$ cat src/rtl/util_sync_send_pkg.sv
// Shared definitions for the two-phase request/acknowledge sender:
// FSM encodings, the completed-transfer counter width and watchdog sizing.
package util_sync_send_pkg;

  typedef enum logic {
    ST_IDLE     = 1'b0,
    ST_WAIT_ACK = 1'b1
  } send_state_e;

  localparam int unsigned XFER_CNT_W = 16;

  // Watchdog counter width: it only ever needs to reach limit-1.
  function automatic int unsigned wd_width(input int unsigned limit);
    return (limit > 2) ? $clog2(limit) : 1;
  endfunction

endpackage

$ cat src/rtl/util_sync_flops.sv
// Multi-stage flop synchronizer for bringing asynchronous levels into clk.
// Every stage resets to SYNC_RESET_VALUE so the output is known during reset.
module util_sync_flops #(
  parameter int unsigned WIDTH            = 1,
  parameter int unsigned STAGES           = 2,
  parameter logic        SYNC_RESET_VALUE = 1'b0
) (
  input  logic             clk,
  input  logic             rst_n,
  input  logic [WIDTH-1:0] d_i,
  output logic [WIDTH-1:0] q_o
);

  logic [WIDTH-1:0] sync_q [STAGES];

  always_ff @(posedge clk or negedge rst_n) begin
    if (!rst_n) begin
      for (int i = 0; i < STAGES; i++) begin
        sync_q[i] <= {WIDTH{SYNC_RESET_VALUE}};
      end
    end else begin
      sync_q[0] <= d_i;
      for (int i = 1; i < STAGES; i++) begin
        sync_q[i] <= sync_q[i-1];
      end
    end
  end

  assign q_o = sync_q[STAGES-1];

endmodule

$ cat src/rtl/util_sync_send.sv
// Sender side of a two-phase toggle handshake: captures a word, flips xfer_req,
// and waits for the synchronized acknowledge toggle before accepting the next.
module util_sync_send
  import util_sync_send_pkg::*;
#(
  parameter int unsigned WIDTH          = 32,
  parameter int unsigned TIMEOUT_CYCLES = 1024
) (
  input  logic                  clk,
  input  logic                  rst_n,
  input  logic                  in_valid,
  output logic                  in_ready,
  input  logic [WIDTH-1:0]      in_data,
  output logic                  xfer_req,
  output logic [WIDTH-1:0]      xfer_data,
  input  logic                  xfer_ack,
  output logic                  done,
  output logic [XFER_CNT_W-1:0] xfer_count,
  output logic                  timeout_err,
  output logic                  proto_err,
  input  logic                  err_clr
);

  localparam int unsigned     WD_W   = wd_width(TIMEOUT_CYCLES);
  localparam logic [WD_W-1:0] WD_MAX = WD_W'((TIMEOUT_CYCLES > 0) ? (TIMEOUT_CYCLES - 1) : 0);
  localparam logic            WD_EN  = (TIMEOUT_CYCLES != 0);

  logic                  ack_s;

  send_state_e           state_q, state_d;
  logic                  req_q, req_d;
  logic [WIDTH-1:0]      data_q, data_d;
  logic                  done_q, done_d;
  logic [XFER_CNT_W-1:0] cnt_q, cnt_d;
  logic [WD_W-1:0]       wd_q, wd_d;
  logic                  terr_q, terr_d;
  logic                  perr_q, perr_d;
  logic                  terr_set, perr_set;

  // The raw acknowledge is asynchronous; only ack_s is used below.
  util_sync_flops #(
    .WIDTH            (1),
    .STAGES           (2),
    .SYNC_RESET_VALUE (1'b0)
  ) u_ack_sync (
    .clk   (clk),
    .rst_n (rst_n),
    .d_i   (xfer_ack),
    .q_o   (ack_s)
  );

  assign in_ready = (state_q == ST_IDLE) && (ack_s == req_q);

  always_comb begin
    state_d  = state_q;
    req_d    = req_q;
    data_d   = data_q;
    done_d   = 1'b0;
    cnt_d    = cnt_q;
    wd_d     = wd_q;
    terr_set = 1'b0;
    perr_set = 1'b0;

    case (state_q)
      ST_IDLE: begin
        if (ack_s != req_q) begin
          perr_set = 1'b1;
        end else if (in_valid) begin
          data_d  = in_data;
          req_d   = ~req_q;
          wd_d    = '0;
          state_d = ST_WAIT_ACK;
        end
      end
      ST_WAIT_ACK: begin
        if (ack_s == req_q) begin
          state_d = ST_IDLE;
          done_d  = 1'b1;
          cnt_d   = cnt_q + 1'b1;
        end else begin
          // No abort on timeout: the transfer may still complete late.
          if (wd_q != WD_MAX) begin
            wd_d = wd_q + 1'b1;
          end
          if (WD_EN && (wd_q == WD_MAX)) begin
            terr_set = 1'b1;
          end
        end
      end
      default: state_d = ST_IDLE;
    endcase

    // A set in the same cycle beats a clear.
    terr_d = terr_set | (terr_q & ~err_clr);
    perr_d = perr_set | (perr_q & ~err_clr);
  end

  always_ff @(posedge clk or negedge rst_n) begin
    if (!rst_n) begin
      state_q <= ST_IDLE;
      req_q   <= 1'b0;
      data_q  <= '0;
      done_q  <= 1'b0;
      cnt_q   <= '0;
      wd_q    <= '0;
      terr_q  <= 1'b0;
      perr_q  <= 1'b0;
    end else begin
      state_q <= state_d;
      req_q   <= req_d;
      data_q  <= data_d;
      done_q  <= done_d;
      cnt_q   <= cnt_d;
      wd_q    <= wd_d;
      terr_q  <= terr_d;
      perr_q  <= perr_d;
    end
  end

  assign xfer_req    = req_q;
  assign xfer_data   = data_q;
  assign done        = done_q;
  assign xfer_count  = cnt_q;
  assign timeout_err = terr_q;
  assign proto_err   = perr_q;

endmodule

$ cat config.mk
export PLATFORM = sky130hd
export DESIGN_NAME = util_sync_send
export DESIGN_NICKNAME = d
export VERILOG_FILES = /design/src/rtl/util_sync_send_pkg.sv /design/src/rtl/util_sync_flops.sv /design/src/rtl/util_sync_send.sv
export SDC_FILE = /design/constraint.sdc
export NUM_CORES = 1
export LEC_CHECK = 0
export CAP_MARGIN = 20
export CELL_PAD_IN_SITES_DETAIL_PLACEMENT = 1
export CELL_PAD_IN_SITES_GLOBAL_PLACEMENT = 2
export CORE_ASPECT_RATIO = 0.9
export CORE_MARGIN = 2
export CORE_UTILIZATION = 27
export DETAILED_ROUTE_END_ITERATION = 10
export GPL_TIMING_DRIVEN = 0
export PLACE_DENSITY_LB_ADDON = 0.1
export SYNTH_ARGS = -nofsm -noshare
export SYNTH_HDL_FRONTEND = slang
export SYNTH_SLANG_ARGS = --single-unit
$ cat constraint.sdc
create_clock -name clk -period 2.4 [get_ports clk]
set_input_delay 0.48 -clock clk [delete_from_list [all_inputs] [get_ports clk]]
set_output_delay 0.48 -clock clk [all_outputs]
set_load 0.005 [all_outputs]
==> results of run 1 <==
-- through the flow --
step	cell area (um^2)	hold WS [ps]	instances
final	3963	242.5	500
after global routing	3963	293.2	500
after CTS	3940	273.9	500
after detailed placement	3720	340.5	484
after global placement	3722	336.7	484
after floorplan	2674	184.4	269
-- final cells by class --
class                           count  share of cell area, %
Inverter                            5                 0.4736
Tap cell                          126                  3.979
Sequential cell                    65                  41.05
Buffer                              9                 0.9788
Multi-Input combinational cell    190                  25.54
Timing Repair Buffer               89                  22.42
Clock buffer                       11                  3.568
Clock inverter                      5                  1.989
-- flip-flops by register name, summed over array words and instances, names as in the netlist --
register,cells
proto_err,1
u_ack_sync.q_o,1
done,1
xfer_data,32
timeout_err,1
state_q,1
u_ack_sync.sync_q,1
xfer_count,16
wd_q,10
xfer_req,1
-- cells in the mapped netlist, types with 2 or more instances --
master	number
nand2_1	107
dfrtp_1	65
xnor2_1	14
nand3_1	11
nand4_1	8
clkbuf_1	6
o21ai_0	6
inv_1	5
nor2_1	5
a31oi_1	3
and2_1	3
buf_2	3
xor2_1	3
a21oi_1	2
a2bb2oi_1	2
and3_1	2
ha_1	2
nand2b_1	2
nor3_1	2
-- logic make-up after synthesis --
kind of cell / share of synthesized area (%)
buffers and inverters: 2.106
xor gates and xnor gates: 6.177
and+or+nand+nor: 23.82
muxes: 0.4211
adders and majority gates: 0.9357
AOI/OAI and AO/OA: 5.710
DFF: 60.83
-- metal layers --
metal,wire length (um),up-vias,GRT usage [%]
met3,366,9,4.072
met4,95,0,5.030
met2,3254,53,21.79
met1,3498,1082,19.61
met5,0,-,0
li1,-,1088,-
-- power by group through the flow --
| stage | logic, uW | registers (uW) | clock network [uW] |
|---|---|---|---|
| global placement | 1580 | 1750 | 0 |
| detailed placement | 1600 | 1760 | 0 |
| floorplan | 612 | 1740 | 0 |
| finish | 1580 | 1740 | 1030 |
| global route | 1760 | 1810 | 1130 |
| CTS | 1610 | 1740 | 1080 |
-- worst register-to-register path, stage by stage, from the launching register on --
cell and delay [ps]:
dfrtp_1 490, xnor2_1 580, nand2_1 220, clkbuf_1 320
nand2_1 310, a31oi_1 120
-- worst paths after layout --
check | end | slack [ps] | from
min in group clk | u_ack_sync.q_o$_DFF_PN0_ | 350 | u_ack_sync.sync_q[1]$_DFF_PN0_
min | xfer_count[14]$_DFFE_PN0P_ | 240 | rst_n
min reg2reg | u_ack_sync.q_o$_DFF_PN0_ | 350 | u_ack_sync.sync_q[1]$_DFF_PN0_
max | in_ready | 180 | state_q$_DFF_PN0_
max in group asynchronous | xfer_data[7]$_DFFE_PN0P_ | 1580 | rst_n
max reg2reg | wd_q[2]$_DFFE_PN0P_ | 240 | xfer_req$_DFFE_PN0P_
==> metrics.md, run 1 <==
| Metric | Value |
|---|---|
| NumNets Final | 408 |
| Period utilization | 92.62% |
| Logic pwr share | 36.3% |
| Max-Cap Viols | 0 |
| CTS resizes | 0 |
| Mapped Area | 2674 um^2 |
| Stages on worst setup path | 3 |
| Max Fclk | 449.9 MHz |
| Seq pwr share | 40.0% |
| Worst slack, placed | 166.2 ps |
| Layout cells sized above 1 | 6.684% |
| Fill count | 1103 |
| Crit. End Element | output pin |
| Clock Tree Root | clkbuf_8 |
| Critical Path AT | 1740 ps |
| Total power | 4349 uW |
| Reg2reg path depth | 5 |
| Crit path max-delay family | buffers and inverters |
| Vias per cell | 4.464 |
| H-Tree Depth | 3 |
| Biggest area consumer among synthesized cells | dfrtp_1 |
| Worst Skew | 10.51 ps |
| Area added between synthesis and finish | 48.20% |
| DR WL/cell | 14.43 um |
| Diodes inserted | 0 |
| Sw power | 1400 uW |
| Post-CTS Setup Bufs | 0 |
| Slowest cell on the critical path | clkdlybuf4s50_1 |
| Antenna viol nets, final | 0 |
| Yosys reg bits | 65 |
| Num CTS Buffers | 9 |
| Pwr dens | 1097 nW/um^2 |
| Largest net degree at the start of global routing | 66 |
| Final Hold Viols | 0 |
| Die Footprint | 10720 um^2 |
| Switch share | 32.20% |
| GRT overflow | 0 |
| Slew margin rel. | 43.21% |
| Critical Path Start Type | flop |
| Async S/R FF share, synth | 100.0% |
| Total Wirelength | 7.215 mm |
| Worst-path clk slew | 70 ps |
| Syn_nets | 308 |
| Starting Density | 27.69% |
| Cells along the critical path | clkbuf_2 -> nor2_1 -> clkdlybuf4s50_1 |
| Horiz. Die Dim | 108.9 um |
| GR Util All Layers | 14.38% |
| I/O Buffers | 89 |
| Predominant post-synthesis flop cell | dfrtp_1 |
| Synthesis Warnings | 0 |
| Maximum clock path buffer count | 2 |
| DRC Markers | 0 |
| Area occupied by multi-input gates | 1012 um^2 |
| Slowest stage delay, CP | 510 ps |
| Total number of vias | 2232 |
| Mean Syn Cell Area | 9.940 um^2 |
| Commonest non-fill, non-tap cell in the layout | nand2_1 |
| Most frequent cells in the layout | nand2_1, clkdlybuf4s50_1, dfrtp_1, xnor2_1, nand3_1 |
| Post-synth cell types | 37 |
| Core box area | 9657 um^2 |
| Clk_lat worst skew | 340 ps |
| Slack of the critical path | 177.2 ps |
| Crit Path Class | reg2out |
| Core Util, Final | 41.03% |
| Initial antenna violation count | 0 |
| Fin. max-slew vios | 0 |
| Num ports | 90 |
| Worst-Margin Slew | 851.8 ps |
| Die height | 98.41 um |
| Post-synth EDFFs | 0 |
| Crit Path Max Fanout | 10 |
| Min-Delay Path Class | in2async |
| RSZ-0062 raised after global routing | no |
| Clock tree sinks | 65 |
| Clock share of power | 23.7% |
| Setup Viol. Count Final | 0 |
| Worst vdd rail ir drop | 0.0005061 V |
| Internal power | 2948 uW |
| Global placement routability congestion | 0.7029 |
| Setup TNS | 0 ps |
| Detailed Route Iter0 Violations | 120 |
| Status | complete, no violations |
| Final min period | 2223 ps |
| Register area | 1627 um^2 |
| First-pass GRT wire length | 11.80 mm |
| Main area contributors after synthesis | dfrtp_1, nand2_1, xnor2_1 |
| Mapped Cells | 269 |
| FP Rows | 34 |
| Critical path buffers and inverters | 2 |
| DP Wirelength | 5.060 mm |
| Yosys top cell area share | 60.83% |
| TritonCTS clock tree | done |
| Critical Path RT | 1920 ps |
| DR pass1 iterations | 4 |
| Number of global-route vias before repair | 2287 |
| Pleak | 0.001808 uW |
| Hold_buf cts | 0 |
| Register area share after synthesis | 60.83% |
No activity file was read; power rests on OpenSTA's default activity.
==> run 2: changes to the inputs <==
- CORE_UTILIZATION: 27 -> 37
- DONT_BUFFER_PORTS: default -> 1
==> metrics.md, run 2 (synthesis gave the netlist of run 1 again) <==
| Metric | Value |
|---|---|
| Layout cells sized above 1 | 8.070% |
| DR WL/cell | 16.31 um |
| GR Util All Layers | 16.65% |
| Critical Path RT | 2650 ps |
| Initial antenna violation count | 0 |
| Detailed Route Iter0 Violations | 51 |
| DR pass1 iterations | 4 |
| Final Hold Viols | 0 |
| GRT overflow | 0 |
| Final min period | 2175 ps |
| TritonCTS clock tree | done |
| Met2 WL | 2.812 mm |
| Fin. max-slew vios | 0 |
| Crit Path Max Fanout | 10 |
| Slowest cell on the critical path | o311ai_2 |
| Highest metal used | met4 |
| Crit Path Class | reg2reg |
| Clk_lat worst skew | 340 ps |
| NumNets Final | 320 |
| Die Footprint | 7923 um^2 |
| Number of global-route vias before repair | 1923 |
| Logic pwr share | 22.4% |
| Most frequent cells in the layout | nand2_1, dfrtp_1, xnor2_1, nand3_1, clkbuf_8 |
| Switch share | 35.58% |
| Clock Tree Root | clkbuf_8 |
| CTS resizes | 0 |
| Maximum clock path buffer count | 2 |
| R2r endpoint | wd_q[2]$_DFFE_PN0P_ |
| Clock tree sinks | 65 |
| Period utilization | 90.62% |
| Core box area | 7039 um^2 |
| Commonest non-fill, non-tap cell in the layout | nand2_1 |
| Worst r2r src | wd_q[0]$_DFFE_PN0P_ |
| RSZ-0062 raised after global routing | no |
| DRC Markers | 0 |
| FP Rows | 29 |
| Core Util, Final | 42.80% |
| Total Wirelength | 6.166 mm |
| Antenna viol nets, final | 0 |
| Crit. End Element | flop |
| Setup TNS | 0 ps |
| Vias per cell | 5.098 |
| Worst-Margin Slew | 657.4 ps |
| Placed cell count | 362 |
| Total number of vias | 1927 |
| Critical Path AT | 2420 ps |
| Slew margin rel. | 55.77% |
| I/O Buffers | 0 |
| Clock share of power | 26.0% |
| Global placement routability congestion | 0.7296 |
| Critical Path Start Type | flop |
| WL met1 | 2.811 mm |
| Cells along the critical path | ha_1 -> nand4_1 -> o311ai_2 -> nand2_1 -> a31oi_1 |
| H-Tree Depth | 3 |
| Worst vdd rail ir drop | 0.0005073 V |
| Hold slack | 20.43 ps |
| Area added between synthesis and finish | 12.68% |
| Post-Layout Cell Count | 378 |
| Status | complete, no violations |
| Num CTS Buffers | 9 |
| Reg2reg path depth | 5 |
| R2R setup slack | 230 ps |
| Die height | 84.65 um |
| Min-Delay Path Class | in2async |
| Capture point of the worst path | wd_q[2]$_DFFE_PN0P_ |
| Starting Density | 37.98% |
| Largest net degree at the start of global routing | 66 |
| Pleak | 0.001461 uW |
| Worst-path clk slew | 70 ps |
| Pwr dens | 1176 nW/um^2 |
| Horiz. Die Dim | 93.61 um |
| Max Fclk | 459.8 MHz |
| Slowest stage delay, CP | 660 ps |
| Max-Cap Viols | 0 |
| Worst Skew | 7.671 ps |
| Seq pwr share | 51.6% |
| Critical Path Source | wd_q[0]$_DFFE_PN0P_ |
| DP Wirelength | 4.297 mm |
| Diodes inserted | 0 |
| Num ports | 90 |
| First-pass GRT wire length | 10.13 mm |
| Max reg flops | 32 |
| Sw power | 1260 uW |
| Total power | 3543 uW |
| Wire length on met3 | 452 um |
| Internal power | 2282 uW |
| Setup Viol. Count Final | 0 |
[run 2: cell count changes in the layout (fill, tap and decap cells not counted), sizes merged]
cell,before,now
bufinv,2,1
clkbuf,17,18
clkdlybuf4s50,88,0
clkinv,3,2
[run 2: power groups by stage]
| stage | Combinational, uW | Sequential (uW) | Clock, uW |
|---|---|---|---|
| 2_1_floorplan | 612 | 1740 | 0 |
| 3_3_place_gp | 756 | 1850 | 0 |
| 3_5_place_dp | 796 | 1850 | 0 |
| 4_1_cts | 824 | 1840 | 955 |
| 5_1_grt | 944 | 1880 | 1000 |
| 6_report | 794 | 1830 | 921 |
[run 2: critical path: cells and delay by family (launching register included)]
family,cells,cell delay [ps]
simple gates,2,560
flops,1,390
compound gates,2,920
fa+ha+maj,1,220
[run 2: area by class of cell]
type	instances	area [um^2]
sequential	65	1627
buffer	9	37.54
tap	93	116.4
inverter	5	18.77
timing repair buffer	1	27.53
clock inverter	3	40.04
multi-input combinational	190	991.0
fill	798	4026
clock buffer	12	155.1
[run 2: worst min path at each step]
| stage | startpoint | to | slack, ps | depth (start not counted) |
|---|---|---|---|---|
| floorplan | rst_n | done$_DFF_PN0_ | 180 | 0 |
| global placement | rst_n | xfer_count[10]$_DFFE_PN0P_ | 190 | 0 |
| detailed placement | rst_n | xfer_count[10]$_DFFE_PN0P_ | 190 | 0 |
| CTS | rst_n | xfer_data[8]$_DFFE_PN0P_ | 20 | 1 |
| global route | rst_n | xfer_data[31]$_DFFE_PN0P_ | 10 | 1 |
| finish | rst_n | xfer_data[6]$_DFFE_PN0P_ | 20 | 1 |
[run 2: stage by stage]
stage	area, um^2	setup WS [ps]
after floorplan	2674	723.4
after global placement	2790	246.4
after CTS	3013	192.7
after detailed placement	2790	233.0
final	3013	225.2
after global routing	3013	29.51
[run 2: routing by layer]
metal  vias up  GRT usage (%)
met5         -              0
met4         0          5.534
li1        905              -
met3         9          7.720
met2        63          25.18
met1       950          21.25
[run 2: what timing repair did]
item,CTS,global route
endpoints found under the hold margin,65,0
buffers inserted,0,0
hold buffers,1,0
